<file path="config.mk">
export PLATFORM = sky130hd
export DESIGN_NAME = rom_read_sequencer
export DESIGN_NICKNAME = d
export VERILOG_FILES = /design/src/rtl/rom_read_sequencer.sv
export SDC_FILE = /design/constraint.sdc
export NUM_CORES = 1
export LEC_CHECK = 0
export BUFFER_PORTS_ARGS = -buffer_cell sky130_fd_sc_hd__buf_4
export CAP_MARGIN = 20
export CORE_UTILIZATION = 46
export CTS_BUF_LIST = sky130_fd_sc_hd__clkbuf_8
export CTS_CLUSTER_SIZE = 40
export DETAILED_ROUTE_END_ITERATION = 8
export PLACE_DENSITY_LB_ADDON = 0.12
export SLEW_MARGIN = 20
export SYNTH_ARGS = -nofsm -noshare
export SYNTH_HDL_FRONTEND = slang
export SYNTH_SLANG_ARGS = --single-unit
</file>
<file path="constraint.sdc">
create_clock -name clk -period 1.7 [get_ports clk]
set_input_delay 0.255 -clock clk [delete_from_list [all_inputs] [get_ports clk]]
set_output_delay 0.255 -clock clk [all_outputs]
set_load 0.01 [all_outputs]
</file>
<file path="src/rtl/rom_read_sequencer.sv">
// Purpose : dumps a parallel ROM from address 0 to LAST_ADDR and streams each word downstream.
// Latency : out_valid rises ACCESS_CYCLES edges after start; one word per ACCESS_CYCLES+1 clocks unstalled.
// Backpressure: a word is held in HANDOFF with the ROM enables high until out_valid && out_ready.
// Optional: define ROM_SEQ_SINGLE_STEP_EN to add a `step` input and a PAUSE state between words.
module rom_read_sequencer #(
    parameter int ADDR_WIDTH    = 9,
    parameter int DATA_WIDTH    = 8,
    parameter int LAST_ADDR     = 511,
    parameter int ACCESS_CYCLES = 4
) (
    input  logic                  clk,
    input  logic                  reset,
    input  logic                  start,
    input  logic                  abort,
`ifdef ROM_SEQ_SINGLE_STEP_EN
    input  logic                  step,
`endif
    output logic [ADDR_WIDTH-1:0] rom_addr,
    output logic                  rom_ce_n,
    output logic                  rom_oe_n,
    input  logic [DATA_WIDTH-1:0] rom_data,
    output logic [DATA_WIDTH-1:0] out_data,
    output logic [ADDR_WIDTH-1:0] out_addr,
    output logic                  out_valid,
    input  logic                  out_ready,
    output logic                  busy,
    output logic                  done,
    output logic [8:0]            disp_address
);

    localparam int CW = (ACCESS_CYCLES > 1) ? $clog2(ACCESS_CYCLES) : 1;

    typedef enum logic [2:0] {
        IDLE    = 3'd0,
        ACCESS  = 3'd1,
        HANDOFF = 3'd2,
`ifdef ROM_SEQ_SINGLE_STEP_EN
        PAUSE   = 3'd3,
`endif
        DONE    = 3'd4
    } state_t;

    state_t          state;
    state_t          state_next;
    logic [CW-1:0]   cnt;
    logic            cnt_last;
    logic            handshake;
    logic            at_last;

    assign cnt_last     = (cnt == CW'(ACCESS_CYCLES - 1));
    assign handshake    = out_valid && out_ready;
    assign at_last      = (rom_addr == ADDR_WIDTH'(LAST_ADDR));
    assign disp_address = 9'(rom_addr);

    // State register
    always_ff @(posedge clk) begin
        if (reset) begin
            state <= IDLE;
        end else begin
            state <= state_next;
        end
    end

    // Next-state logic; abort outranks both the handshake and start
    always_comb begin
        state_next = state;
        case (state)
            IDLE: begin
                if (start && !abort) state_next = ACCESS;
            end
            ACCESS: begin
                if (abort)         state_next = IDLE;
                else if (cnt_last) state_next = HANDOFF;
            end
            HANDOFF: begin
                if (abort) begin
                    state_next = IDLE;
                end else if (handshake) begin
`ifdef ROM_SEQ_SINGLE_STEP_EN
                    state_next = at_last ? DONE : PAUSE;
`else
                    state_next = at_last ? DONE : ACCESS;
`endif
                end
            end
`ifdef ROM_SEQ_SINGLE_STEP_EN
            PAUSE: begin
                if (abort)     state_next = IDLE;
                else if (step) state_next = ACCESS;
            end
`endif
            DONE:    state_next = IDLE;
            default: state_next = IDLE;
        endcase
    end

    // Status decode: busy while a dump is in flight, done only in the DONE cycle
    always_comb begin
        busy = 1'b0;
        done = 1'b0;
        case (state)
            ACCESS, HANDOFF: busy = 1'b1;
`ifdef ROM_SEQ_SINGLE_STEP_EN
            PAUSE:           busy = 1'b1;
`endif
            DONE:            done = 1'b1;
            default: ;
        endcase
    end

    // Registered ROM pins, access counter and output word
    always_ff @(posedge clk) begin
        if (reset) begin
            rom_addr  <= '0;
            rom_ce_n  <= 1'b1;
            rom_oe_n  <= 1'b1;
            cnt       <= '0;
            out_data  <= '0;
            out_addr  <= '0;
            out_valid <= 1'b0;
        end else if (abort && state != IDLE) begin
            rom_addr  <= '0;
            rom_ce_n  <= 1'b1;
            rom_oe_n  <= 1'b1;
            out_valid <= 1'b0;
        end else begin
            case (state)
                IDLE: begin
                    rom_addr <= '0;
                    if (start && !abort) begin
                        rom_ce_n <= 1'b0;
                        rom_oe_n <= 1'b0;
                        cnt      <= '0;
                    end
                end
                ACCESS: begin
                    cnt <= cnt + 1'b1;
                    if (cnt_last) begin
                        out_data  <= rom_data;
                        out_addr  <= rom_addr;
                        out_valid <= 1'b1;
                        rom_ce_n  <= 1'b1;
                        rom_oe_n  <= 1'b1;
                    end
                end
                HANDOFF: begin
                    if (handshake) begin
                        out_valid <= 1'b0;
                        if (!at_last) begin
                            rom_addr <= rom_addr + 1'b1;
                            cnt      <= '0;
`ifndef ROM_SEQ_SINGLE_STEP_EN
                            rom_ce_n <= 1'b0;
                            rom_oe_n <= 1'b0;
`endif
                        end
                    end
                end
`ifdef ROM_SEQ_SINGLE_STEP_EN
                PAUSE: begin
                    if (step) begin
                        rom_ce_n <= 1'b0;
                        rom_oe_n <= 1'b0;
                        cnt      <= '0;
                    end
                end
`endif
                DONE: begin
                    rom_addr <= '0;
                end
                default: ;
            endcase
        end
    end

endmodule
</file>
==> Yosys cells after proc, flatten, opt, wreduce, memory -nomap -nowiden <==
Index checks and enable logic that the tools add are counted.
{ "totals": {"output_inout_bits": 40, "regBits": 33} }
{ "op_classes": {"n_eq_ne": 11, "reduce_logical": 18, "add_sub_neg": 2, "n_bitwise": 1, "muxes": 23} }
{ "op_table": {"columns": ["operator", "count"], "rows": [
  ["$mux W3", 6],
  ["$mux W9", 2],
  ["$pmux W9 S2", 1],
  ["$reduce_and A3 Y1", 4],
  ["$reduce_and A5 Y1", 2],
  ["$add A9 B1 Y9 const B", 1],
  ["$eq A9 B9 Y1 const B", 1],
  ["$pmux W3 S3", 1],
  ["$ne A2 B2 Y1 const B", 4],
  ["$mux W1", 7],
  ["$mux W2", 3],
  ["$ne A3 B3 Y1 const B", 2],
  ["$pmux W2 S3", 1],
  ["$reduce_bool A3 Y1", 2],
  ["$reduce_or A2 Y1", 3],
  ["$reduce_bool A2 Y1", 2],
  ["$eq A3 B1 Y1 const B", 1],
  ["$eq A3 B2 Y1 const B", 1],
  ["$eq A3 B3 Y1 const B", 1],
  ["$logic_and A1 B1 Y1", 3],
  ["$logic_not A3 Y1", 1],
  ["$pmux W1 S3", 1],
  ["$add A2 B1 Y2 const B", 1],
  ["$eq A2 B2 Y1 const B", 1],
  ["other kinds (3)", 3]
]} }

==> Longest topological paths before layout <==
{ "logic_depth": {"ltp_word": 5, "depth_mapped": 9} }

==> Worst setup path before layout <==
OpenSTA, ideal clock, no wires.
{ "synth_path": {"path_kind": "register to register", "startpoint": "register rom_addr[0] (netlist: disp_address[0])", "endpoint": "register rom_oe_n", "stages_incl_launch_ff": 10, "path_slack_ps": -204, "n_path_buf": 1, "t_arrival_ps": 1784, "path_cell_list": "dfxtp_1 > ha_1 > nand3_1 > nor2_1 > ha_1 > nand4bb_1 > buf_2 > nor2_1 > a21oi_1 > a211o_1"} }
{ "synth_via": {"elab_chain_cells": 3} }
{ "synth_lines": {"columns": ["item", "line", "source"], "rows": [
  ["from (decl)", "18", "output logic [ADDR_WIDTH-1:0] rom_addr,"],
  ["from (signal assigned)", "150", "rom_addr <= rom_addr + 1'b1;"],
  ["$eq A9 B9 Y1", "52", "assign at_last = (rom_addr == ADDR_WIDTH'(LAST_ADDR));"],
  ["$ne A2 B2 Y1 (no line)", null, null],
  ["$reduce_and A5 Y1 (no line)", null, null],
  ["to (signal assigned)", "116", "rom_oe_n <= 1'b1;"],
  ["to (signal assigned)", "124", "rom_oe_n <= 1'b1;"],
  ["to (signal assigned)", "132", "rom_oe_n <= 1'b0;"],
  ["to (decl)", "20", "output logic rom_oe_n,"]
]} }
No other way between the ends.
A chain may end at the register's enable or synchronous reset.

==> Final worst setup path <==
{ "layout_path": {"startpoint": "register rom_addr[0] (netlist: disp_address[0])", "endpoint": "register rom_addr[8] (netlist: disp_address[8])"} }
{ "layout_via": {"elab_chain_cells": 4, "word_cells_on_any_way": 7, "cone_classes": "add/sub: 1; eq/ne: 2; mux: 3; reduce/logical: 1"} }
{ "layout_lines": {"columns": ["item", "line", "source"], "rows": [
  ["$add A9 B1 Y9", "150", null],
  ["$mux W9", "149", "if (!at_last) begin"],
  ["$mux W9", "147", "if (handshake) begin"],
  ["$pmux W9 S2", "127", "case (state)"]
]} }
Parallel ways exist; a longest one is shown, timed or not. The select of a mux whose other input is x is not followed.

==> out/results.md <==
| Group | Quantity | Reported |
|---|---|---|
| critical path | Top Family by Delay on Critical Path | simple AND/OR/NAND/NOR gates |
| floorplanning | Row count | 20 |
| run status | Status | finished, final reports clean |
| pwr | Max VDD drop | 508 uV |
| job | Max Cap Viol | 0 |
| critical path | Worst Setup Path Type | flop to flop |
| critical path | Internal reg-to-reg setup slack | 0.002 ns |
| placed design | Port Buf Inserts | 52 |
| cells and area | # nets final | 257 |
| cts | Register clock-pin slew on the reported worst setup and hold paths | 0.07 ns |
| critical path | Nature of the critical path startpoint | flop |
| pwr | Leakage power of the design | 0.908 nW |
| sta | Setup-failing EPs final | 0 |
| floorplanning | Starting density of the core | 0.494 |
| critical path | Max stage delay cell, worst path | sky130_fd_sc_hd__dfxtp_4 |
| pwr | Share of power burned in the clock network | 0.469 |
| sta | Fraction of the cycle the final worst path needs | 0.999 |
| cells and area | Final core occ | 0.711 |
| cts | Clock latency at the later pin of the worst-skew pair | 0.28 ns |
| sta | Worst Hold Margin | 0.219 ns |
| critical path | Arr. time, crit path | 1.88 ns |
| synthesis | Mean cell area of the mapped netlist | 8.49 um2 |
| cts | Largest buffer count on any clock path | 2 |
| cts | Library cell used as clock root buffer | sky130_fd_sc_hd__clkbuf_8 |
| cells and area | Filler cell count in the final layout | 257 |
| floorplanning | Overall die height | 60.0 um |
| cells and area | Synth-to-Final Area Change | 43.9% |
| detailed routing | Length of the first detailed-routing pass in iterations | 4 |
| synthesis | Flip-flop and latch count after synthesis | 33 |
| detailed routing | Routed length per placed instance | 13.5 um |
| cts | Sinks on Clock Net | 33 |
| detailed routing | # DRC | 0 |
| detailed routing | Count of vias placed by the detailed router | 1470 |
| critical path | Worst reg2reg path depth | 9 |
| detailed routing | Detailed-route wire length | 3850 um |
| synthesis | Net count after synthesis | 198 |
| cts | Clock buffer count from CTS | 5 |
| critical path | Critical path launch point | disp_address[0] |
| placed design | Detailed-placement wirelength estimate | 2890 um |
| floorplanning | Core region area | 3130 um2 |
| critical path | End point of the critical path | disp_address[8] |
| sta | Unrepaired setup endpoints after global routing | yes |
| critical path | Number of buffer and inverter instances along the worst setup path | 1 |
| pwr | Internal power summed over all cells | 1.28 mW |
| detailed routing | Remaining antenna violation count | 0 |
| global route | Antenna violations before repair | 0 |
| synthesis | Number of standard cells after synthesis | 182 |
| synthesis | Post-synthesis sequential area ratio | 0.428 |
| detailed routing | First-iteration detailed-routing DRC count | 88 |
| sta | Least-Margin Pin Slew | 0.408 ns |
| sta | Max-slew violation count | 0 |
| sta | Number of hold-slack violations in the final timing report | 0 |
| critical path | Critical path's largest stage delay | 0.35 ns |
| hold path | Worst hold-check path type | primary input to flop |
| sta | Normalized max-slew margin | 0.726 |
| cts | TritonCTS clock tree | yes |
| sta | Setup skew after layout | 0.00161 ns |
| synthesis | Library cells used by synthesis | 39 |
| sta | Shortest period the worst path allows | 1.70 ns |
| pwr | Sequential group share of total power | 0.487 |
| pwr | Power density over the cells | 721 nW/um2 |
| critical path | Critical-path maximum fanout | 3 |
| cells and area | Antenna diode count | 0 |
| synthesis | Yosys warning count | 0 |
| sta | Maximum frequency from static timing analysis | 589 MHz |
| critical path | Critical path capture point type | flop |
| pwr | Switch share | 0.200 |
| pwr | Logic gate share of total power | 0.045 |
| global route | Global-route wire length before repair | 6020 um |
| critical path | Launch point of the worst reg-to-reg path | disp_address[0] |
| synthesis | Cell area after synthesis | 1550 um2 |
| critical path | Endpoint of the worst-slack reg-to-reg timing path | disp_address[8] |
| pwr | Power spent charging and discharging nets | 320 uW |
| cts | H-tree depth reported by CTS | 2 |
| global route | Congestion Overflow GR | 0 |
| placed design | Final estimated routing congestion in global placement | 0.868 |
| critical path | CP required | 1.88 ns |
| global route | Number of global-route vias before repair | 1336 |
| global route | Overall routing resource usage | 0.231 |
| detailed routing | Post-detailed-route via-to-cell ratio | 5.14 |
| floorplanning | I/O Pins | 53 |
| critical path | Worst path depth | 9 |
| floorplanning | Chip Width | 60.0 um |
| floorplanning | DIE AREA | 3600 um2 |
| global route | Pin count of the biggest net entering global routing | 23 |
| cells and area | Fraction of final layout cells sized beyond drive strength 1 | 0.397 |
| critical path | Cell-by-cell trace of the critical path | ha_4, nand3_2, nor2_2, ha_2, nand4bb_4, buf_4, a21o_1, a22oi_1, nor2_1 |
worst min-delay path: cells and delay by family:
family | cells | cell delay [ns]
buf+inv | 1 | 0.11
compound gates | 1 | 0.05
simple gates | 1 | 0.04
cells by family after synthesis:
group,count (synthesis),synth area share
adder cells (fa/ha/maj),3,0.0243
buffers and inverters,21,0.0891
AND/OR/NAND/NOR,76,0.245
flip-flops,33,0.428
XOR/XNOR,6,0.0340
AO/OA/AOI/OAI,43,0.181
flip-flops by register name, indices dropped and copies added (netlist names):
| signal | cells |
|---|---|
| disp_address | 9 |
| out_addr | 9 |
| out_data | 8 |
| state | 3 |
| cnt | 2 |
| out_valid | 1 |
| rom_oe_n | 1 |
power by group through the flow:
stage	combinational, mW	sequential (mW)	clock (mW)
global route	0.0770	0.779	0.795
detailed placement	0.0696	0.797	0
floorplan	0.0328	0.796	0
finish	0.0718	0.780	0.751
CTS	0.0698	0.779	0.766
global placement	0.0675	0.797	0
repair_timing:
item	in CTS	in global routing
pin swaps	13	2
cloned	0	0
buffers inserted	1	2
hold buffers	0	0
setup endpoints to repair	7	13
gates resized for setup	3	5
endpoints found under the hold margin	0	0
per-layer routing:
metal | track usage | wire length (um)
met1 | 0.243 | 1490
met2 | 0.435 | 2170
met3 | 0.0411 | 135
met4 | 0.116 | 62
met5 | 0 | 0
final cells by class:
| cell class | count | area [um2] | share of cell area |
|---|---|---|---|
| Tap cell | 44 | 55.1 | 0.0248 |
| Inverter | 3 | 11.3 | 0.00506 |
| Timing Repair Buffer | 70 | 542 | 0.244 |
| Clock buffer | 6 | 82.6 | 0.0371 |
| Clock inverter | 2 | 33.8 | 0.0152 |
| Sequential cell | 33 | 666 | 0.299 |
| Multi-Input combinational cell | 128 | 833 | 0.375 |
placed cells by master, fill, tap and decap left out, types with 2 or more instances in the layout:
master                     instances
sky130_fd_sc_hd__o21a_1            2
sky130_fd_sc_hd__a21o_1            2
sky130_fd_sc_hd__nor2_1           14
sky130_fd_sc_hd__inv_1             4
sky130_fd_sc_hd__a211oi_1          2
sky130_fd_sc_hd__nor3_1            2
sky130_fd_sc_hd__o21ai_0           2
sky130_fd_sc_hd__clkbuf_8          6
sky130_fd_sc_hd__nand3b_1          3
sky130_fd_sc_hd__a22oi_1           2
sky130_fd_sc_hd__a21oi_1          20
sky130_fd_sc_hd__a211oi_4          2
sky130_fd_sc_hd__a21oi_2           3
sky130_fd_sc_hd__xnor2_1           6
sky130_fd_sc_hd__nor3b_1           2
sky130_fd_sc_hd__nand4_1           2
sky130_fd_sc_hd__dfxtp_1          31
sky130_fd_sc_hd__nand2_1          36
sky130_fd_sc_hd__nand2b_1          3
sky130_fd_sc_hd__nand4b_1          2
sky130_fd_sc_hd__buf_4            68
Yosys cell counts (all sizes together):
cell / number / area, um2
buf: 14 / 111
nand4bb: 1 / 11.3
nand4: 2 / 12.5
or3: 1 / 6.26
nand2b: 4 / 25.0
ha: 3 / 37.5
nand2: 37 / 141
o211a: 1 / 10.0
a211oi: 5 / 37.5
nor3: 2 / 10.0
nand3: 2 / 10.0
a211o: 1 / 8.76
and4bb: 1 / 12.5
a22oi: 2 / 15.0
o21a: 2 / 15.0
nor3b: 2 / 15.0
clkbuf: 4 / 15.0
dfxtp: 33 / 661
o21ai: 3 / 15.0
nor2: 16 / 60.1
o2111ai: 1 / 8.76
a21oi: 23 / 126
nand3b: 3 / 22.5
a21o: 2 / 15.0
and3: 1 / 6.26
nand4b: 2 / 17.5
inv: 3 / 11.3
o41ai: 1 / 8.76
xnor2: 6 / 52.6
o211ai: 1 / 7.51
o2111a: 1 / 11.3
nor4: 1 / 21.3
and2: 1 / 6.26
how the worst min path moves through the flow:
stage,to,slack [ns],cells after the start,start
3_3_place_gp,out_data[6],0.44,2,out_data[6]
6_report,out_data[3],0.22,3,rom_data[3]
3_5_place_dp,out_data[7],0.45,2,out_data[7]
5_1_grt,out_data[3],0.23,3,rom_data[3]
2_1_floorplan,out_data[0],0.39,2,rom_data[0]
4_1_cts,out_data[3],0.22,3,rom_data[3]
stage by stage:
stage | TNS, ns | std cells | setup WS (ns) | instance area (um2) | power [mW]
after floorplan | 0 | 182 | 0.00678 | 1590 | 0.829
after global placement | 0 | 275 | 0.0164 | 2030 | 0.864
after detailed placement | -0.109 | 275 | -0.0366 | 2030 | 0.866
after CTS | -0.0103 | 284 | -0.0103 | 2170 | 1.62
after global routing | -0.812 | 286 | -0.0853 | 2220 | 1.65
final | 0 | 286 | 0.00215 | 2220 | 1.60
Power figures use the tool's default switching activity.
